## src/rtl/fir_seq_controller_if.sv

```systemverilog
// Handshake and register-file command bundle between the sample sequencer and the datapath.
interface fir_seq_controller_if #(
  parameter int ADDR_W = 4,
  parameter int TAP_W  = 3
);
  logic              dr;
  logic              overflow;
  logic [TAP_W-1:0]  taps_sel;
  logic              cnt_up;
  logic              modwait;
  logic [1:0]        op;
  logic [ADDR_W-1:0] src1;
  logic [ADDR_W-1:0] src2;
  logic [ADDR_W-1:0] dest;
  logic              err;

  modport master (
    input  dr, overflow, taps_sel,
    output cnt_up, modwait, op, src1, src2, dest, err
  );

  modport slave (
    output dr, overflow, taps_sel,
    input  cnt_up, modwait, op, src1, src2, dest, err
  );
endinterface

```

## src/rtl/fir_seq_controller.sv

```systemverilog
// Sample-window sequencer: LOAD a sample, shift the n-tap window down by one, then sum it into reg 0.
// Busy for 2*n cycles per accepted sample; dr is only looked at in IDLE/EIDLE/STORE.
module fir_seq_controller #(
  parameter int MAX_TAPS = 4,
  parameter int ADDR_W   = 4,
  parameter int TAP_W    = $clog2(MAX_TAPS + 1)
) (
  input logic             clk,
  input logic             n_reset,
  fir_seq_controller_if.master bus
);
  localparam int IDX_W = $clog2(MAX_TAPS + 2);
  localparam logic [ADDR_W-1:0] NONE = '1;

  localparam logic [1:0] OP_NOP  = 2'b00;
  localparam logic [1:0] OP_COPY = 2'b01;
  localparam logic [1:0] OP_LOAD = 2'b10;
  localparam logic [1:0] OP_ADD  = 2'b11;

  typedef enum logic [2:0] {
    S_IDLE  = 3'd0,
    S_EIDLE = 3'd1,
    S_STORE = 3'd2,
    S_SHIFT = 3'd3,
    S_ACC1  = 3'd4,
    S_ACCN  = 3'd5
  } state_t;

  state_t            state, next_state;
  logic [IDX_W-1:0]  idx, next_idx;
  logic [IDX_W-1:0]  tap_n, next_tap_n;
  logic [IDX_W-1:0]  n_clamped;
  logic              modwait_q;

  logic [1:0]        op_c;
  logic [ADDR_W-1:0] src1_c, src2_c, dest_c;
  logic              err_c, cnt_up_c;

  always_comb begin
    if (int'(bus.taps_sel) < 2)
      n_clamped = IDX_W'(2);
    else if (int'(bus.taps_sel) > MAX_TAPS)
      n_clamped = IDX_W'(MAX_TAPS);
    else
      n_clamped = IDX_W'(bus.taps_sel);
  end

  always_ff @(posedge clk or negedge n_reset) begin
    if (!n_reset) begin
      state     <= S_IDLE;
      idx       <= '0;
      tap_n     <= IDX_W'(MAX_TAPS);
      modwait_q <= 1'b0;
    end else begin
      state     <= next_state;
      idx       <= next_idx;
      tap_n     <= next_tap_n;
      modwait_q <= (next_state != S_IDLE) && (next_state != S_EIDLE);
    end
  end

  always_comb begin
    next_state = state;
    next_idx   = idx;
    next_tap_n = tap_n;
    case (state)
      S_IDLE, S_EIDLE: begin
        if (bus.dr) begin
          next_state = S_STORE;
          next_tap_n = n_clamped;
        end
      end
      S_STORE: begin
        if (bus.dr) begin
          next_state = S_SHIFT;
          next_idx   = IDX_W'(1);
        end else begin
          next_state = S_EIDLE;
        end
      end
      S_SHIFT: begin
        if (idx == tap_n)
          next_state = S_ACC1;
        else
          next_idx = idx + IDX_W'(1);
      end
      S_ACC1: begin
        if (bus.overflow) begin
          next_state = S_EIDLE;
        end else if (tap_n == IDX_W'(2)) begin
          next_state = S_IDLE;
        end else begin
          next_state = S_ACCN;
          next_idx   = IDX_W'(3);
        end
      end
      S_ACCN: begin
        if (bus.overflow)
          next_state = S_EIDLE;
        else if (idx == tap_n)
          next_state = S_IDLE;
        else
          next_idx = idx + IDX_W'(1);
      end
      default: next_state = S_IDLE;
    endcase
  end

  // Unknown encodings fall through the defaults and look exactly like IDLE.
  always_comb begin
    op_c     = OP_NOP;
    src1_c   = NONE;
    src2_c   = NONE;
    dest_c   = NONE;
    err_c    = 1'b0;
    cnt_up_c = 1'b0;
    case (state)
      S_EIDLE: err_c = 1'b1;
      S_STORE: begin
        op_c     = OP_LOAD;
        dest_c   = ADDR_W'(tap_n + IDX_W'(1));
        cnt_up_c = bus.dr;
      end
      S_SHIFT: begin
        op_c   = OP_COPY;
        src1_c = ADDR_W'(idx + IDX_W'(1));
        dest_c = ADDR_W'(idx);
      end
      S_ACC1: begin
        op_c   = OP_ADD;
        src1_c = ADDR_W'(1);
        src2_c = ADDR_W'(2);
        dest_c = '0;
      end
      S_ACCN: begin
        op_c   = OP_ADD;
        src1_c = ADDR_W'(idx);
        src2_c = '0;
        dest_c = '0;
      end
      default: ;
    endcase
  end

  assign bus.op      = op_c;
  assign bus.src1    = src1_c;
  assign bus.src2    = src2_c;
  assign bus.dest    = dest_c;
  assign bus.err     = err_c;
  assign bus.cnt_up  = cnt_up_c;
  assign bus.modwait = modwait_q;
endmodule

```

## src/flat_wrapper.sv

```systemverilog
// flat-port wrapper written by rule: the top's interface ports become plain ports
module fir_seq_controller_flat 
#(
  parameter int MAX_TAPS = 4,
  parameter int ADDR_W   = 4,
  parameter int TAP_W    = $clog2(MAX_TAPS + 1)
)
  (clk, n_reset, bus_dr, bus_overflow, bus_taps_sel, bus_cnt_up, bus_modwait, bus_op, bus_src1, bus_src2, bus_dest, bus_err);
  fir_seq_controller_if #(.ADDR_W(ADDR_W), .TAP_W(TAP_W)) bus_i ();
  input logic clk;
  input logic n_reset;
  input wire logic [$bits(bus_i.dr)-1:0] bus_dr;
  input wire logic [$bits(bus_i.overflow)-1:0] bus_overflow;
  input wire logic [$bits(bus_i.taps_sel)-1:0] bus_taps_sel;
  output wire logic [$bits(bus_i.cnt_up)-1:0] bus_cnt_up;
  output wire logic [$bits(bus_i.modwait)-1:0] bus_modwait;
  output wire logic [$bits(bus_i.op)-1:0] bus_op;
  output wire logic [$bits(bus_i.src1)-1:0] bus_src1;
  output wire logic [$bits(bus_i.src2)-1:0] bus_src2;
  output wire logic [$bits(bus_i.dest)-1:0] bus_dest;
  output wire logic [$bits(bus_i.err)-1:0] bus_err;
  assign bus_i.dr = bus_dr;
  assign bus_i.overflow = bus_overflow;
  assign bus_i.taps_sel = bus_taps_sel;
  assign bus_cnt_up = bus_i.cnt_up;
  assign bus_modwait = bus_i.modwait;
  assign bus_op = bus_i.op;
  assign bus_src1 = bus_i.src1;
  assign bus_src2 = bus_i.src2;
  assign bus_dest = bus_i.dest;
  assign bus_err = bus_i.err;
  fir_seq_controller #(.MAX_TAPS(MAX_TAPS), .ADDR_W(ADDR_W), .TAP_W(TAP_W)) u_core (.clk(clk), .n_reset(n_reset), .bus(bus_i));
endmodule
```

## config.mk

```make
export PLATFORM = sky130hd
export DESIGN_NAME = fir_seq_controller_flat
export DESIGN_NICKNAME = d
export VERILOG_FILES = /design/src/rtl/fir_seq_controller_if.sv /design/src/rtl/fir_seq_controller.sv /design/src/flat_wrapper.sv
export SDC_FILE = /design/constraint.sdc
export NUM_CORES = 1
export LEC_CHECK = 0
export CORE_MARGIN = 8
export CORE_UTILIZATION = 50
export CTS_CLUSTER_SIZE = 40
export DETAILED_ROUTE_END_ITERATION = 8
export DONT_BUFFER_PORTS = 1
export PLACE_DENSITY = 0.74
export SLEW_MARGIN = 5
export SYNTH_ARGS = -nofsm -noshare
export SYNTH_HDL_FRONTEND = slang
export SYNTH_SLANG_ARGS = --single-unit
```

## constraint.sdc

```tcl
create_clock -name clk -period 3.2 [get_ports clk]
set_input_delay 0.32 -clock clk [delete_from_list [all_inputs] [get_ports clk]]
set_output_delay 0.32 -clock clk [all_outputs]
set_load 0.01 [all_outputs]
```

==> flow_summary.yaml <==
status:
  run_status: "completed"
cts:
  cts_buffers: 3
  cts.clk_slew.worst_paths_ps: 60
  post-cts-setup-buffers: 0
  cts_tree: "built"
  root_buffer: "clkbuf_4"
  clk_latency_ps: 270
  cts_sinks: 10
  clk_path_buf_depth: 2
  htree_levels: 1
critical_path:
  cp_cell_sequence: "and2b_1 > inv_6 > o32a_4 > a31oi_4 > mux2_1"
  r2r_slack_ps: 1140
  critPathRequiredTime_ps: 3350
  cp-start-kind: "flip-flop"
  crit_fanout: 11
  r2r_end: "u_core.idx[1]$_DFFE_PN0P_"
  rr_startpoint: "u_core.state[1]$_DFF_PN0_"
  cpMaxStageDelayCell: "dfrtp_1"
  max_stage_delay_ps: 480
  path_buf_inv: 1
  r2r_cells: 5
  cp_top_family: "compound AO/OA/AOI/OAI gates"
  critPathArrivalTime_ps: 2210
  setup.worst_path.class: "flip-flop to flip-flop"
  endpoint_kind: "flip-flop"
layout:
  final_cells: 114
  diodes: 0
  syn_to_final_growth_pct: 0.437
  drive_above_1_share_pct: 10.3
  fill_cells: 158
  final_nets: 108
route:
  antenna_left: 0
  vias: 709
  drt_pass1_iterations: 4
  drtIter0Drc: 29
  wl_mm: 1.92
  post_drt_wl_per_cell_um: 16.8
  drt-vias-per-instance: 6.22
  drc_errors: 0
pwr:
  p_total_uw: 1060
  ir_drop_mv: 0.494
  power_density_nw_per_um2: 1230
  combPwrFrac_pct: 58.5
  p_clk_share_pct: 10.6
  seq_power_share_pct: 30.8
  p_switching_uw: 540
  p_int_uw: 521
  power_leakage_uw: 0.000356
  p_sw_share_pct: 50.9
logic_synthesis:
  syn_area_um2: 858
  syn-num-nets: 112
  synth_cells: 102
  synth_seq_cells: 10
  ys_seq_area_share_pct: 29.3
  synthFlopType: "dfrtp_1"
  synth_edf_count: 0
  async_flop_share_pct: 100
  synth_area_per_cell_um2: 8.41
  synth.distinct_cells: 41
  yosysWarningCount: 0
grt:
  grt_use_met2_pct: 18.6
  grt_util_all_layers_pct: 12.1
  grt_pass1_vias: 662
  grt_max_degree: 26
  grt-busiest-layer: "met2"
  gr-total-overflow: 0
  gr-usage-met3_pct: 6.73
  grt_pass1_wl_mm: 3.14
  met1_usage_pct: 14.5
  antenna_found_initial: 0
sta:
  min_period_over_period_pct: 64.3
  setup_viol: 0
  whs_ps: 141
  rsz0062_at_grt: "no"
  hold_violations: 0
  finalSetupTns_ps: 0
  worst_slew_pin_slew_ps: 779
  max_freq_mhz: 486
  max-slew-margin-rel_pct: 48.1
  skew_ps: 2.45
  finalCriticalPeriod_ps: 2060
  report.final.slew_viol_count: 0
job:
  maxCapViolCount: 0
placed_design:
  dp_cells: 109
  gp_congestion: 0.796
  post-dp-hpwl_mm: 1.48
  port_buffers: 0
die:
  die_h_um: 57.4
  start_util_pct: 51.4
  die_x_um: 57.4
  ios: 24
  row_count: 15
  die_area_um2: 3300
  coreArea_um2: 1670
min_path:
  holdPathStages: 1
  min-delay-start: "bus_dr"
  min_to: "u_core.tap_n[1]$_DFFE_PN0P_"
  hold_path.class: "primary input to flip-flop"
-- per-stage QoR --
step	cell area, µm²	utilization [%]	setup WS (ps)
6_report	862	51.6	1140
5_1_grt	862	51.6	1010
4_1_cts	862	51.6	1150
3_5_place_dp	816	48.8	1160
3_3_place_gp	816	48.8	1210
2_1_floorplan	858	-	1480
-- repair_timing --
item / 4_1_cts / 5_1_grt
resized for setup: 0 / 0
hold endpoints to repair: 10 / 0
hold buffers: 1 / 0
-- kinds of logic (layout without fill, tap and decap cells) --
family                     count (synthesis)  after routing  share of synthesized area, %
xor gates and xnor gates                   5              5                          5.10
and+or+nand+nor                           34             34                          20.3
DFF                                       10             10                          29.3
buffers and inverters                     15             10                          10.2
muxes                                      4              4                          4.96
AOI/OAI and AO/OA                         31             31                          25.8
adders and majority gates                  3              3                          4.37
-- state kept, by name, summed over array words and instances (netlist names) --
| signal | cells |
|---|---|
| u_core.bus.modwait | 1 |
| u_core.idx | 3 |
| u_core.state | 3 |
| u_core.tap_n | 3 |
-- placed cells by master, fill, tap and decap left out, types with 2 or more instances in the layout --
| cell type | netlist | routed |
|---|---|---|
| a21oi_1 | 12 | 12 |
| ha_1 | 3 | 3 |
| inv_1 | 4 | 4 |
| nand2b_1 | 3 | 3 |
| nor3b_1 | 2 | 2 |
| dfrtp_1 | 9 | 9 |
| a31oi_1 | 2 | 2 |
| mux2i_1 | 2 | 2 |
| nor2b_1 | 2 | 2 |
| o211ai_1 | 2 | 2 |
| o21ai_0 | 6 | 6 |
| nor3_1 | 2 | 2 |
| xnor2_1 | 4 | 4 |
| nand2_1 | 11 | 11 |
| nor2_1 | 6 | 6 |
| clkbuf_4 | 0 | 3 |
-- worst max path at each step --
| stage | start | endpoint | slack, ps | depth (start not counted) |
|---|---|---|---|---|
| 2_1_floorplan | u_core.tap_n[0]$_DFFE_PN0P_ | u_core.idx[1]$_DFFE_PN0P_ | 1480 | 6 |
| 4_1_cts | u_core.state[1]$_DFF_PN0_ | u_core.idx[1]$_DFFE_PN0P_ | 1150 | 5 |
| 3_5_place_dp | u_core.state[1]$_DFF_PN0_ | u_core.idx[1]$_DFFE_PN0P_ | 1160 | 5 |
| 3_3_place_gp | u_core.state[1]$_DFF_PN0_ | u_core.idx[1]$_DFFE_PN0P_ | 1210 | 5 |
| 6_report | u_core.state[1]$_DFF_PN0_ | u_core.idx[1]$_DFFE_PN0P_ | 1140 | 5 |
| 5_1_grt | u_core.state[1]$_DFF_PN0_ | bus_src1[3] | 1010 | 4 |
-- metal layers --
metal	part of all wire [%]	wire length, µm	vias to the layer above
met2	48	914	23
li1	-	-	355
met1	44	834	328
met5	0	0	-
met3	8.0	153	3
met4	0.68	13	0
-- power by group through the flow --
stage	clock network, µW	logic [µW]	registers (µW)
6_report	113	621	327
3_3_place_gp	0	611	325
3_5_place_dp	0	619	329
2_1_floorplan	0	626	242
4_1_cts	117	625	327
5_1_grt	123	694	345
-- Yosys cell counts, drive strengths merged, types with 2 or more instances --
master	number	area [µm²]
nor3	2	10.0
mux2	2	22.5
nor2b	2	12.5
inv	5	23.8
o211ai	2	15.0
a21oi	12	60.1
xnor2	4	35.0
o21ai	7	35.0
a31oi	3	33.8
nand2b	3	18.8
mux2i	2	20.0
nor2	6	22.5
nor3b	2	15.0
dfrtp	9	225
clkbuf	3	11.3
ha	3	37.5
buf	7	52.5
nand2	11	41.3
-- worst reg2reg max path, stage by stage, from the launching register on --
cell     delay, ps
dfrtp_1        480
and2b_1        460
inv_6          120
o32a_4         410
a31oi_4        140
mux2_1         330
-- final cells by class --
class | count | area, µm² | share of cell area [%]
Clock buffer | 4 | 36.3 | 4.21
Tap cell | 17 | 21.3 | 2.47
Multi-Input combinational cell | 77 | 519 | 60.2
Timing Repair Buffer | 1 | 10.0 | 1.16
Inverter | 5 | 23.8 | 2.76
Sequential cell | 10 | 251 | 29.2
Power figures use the tool's default switching activity.
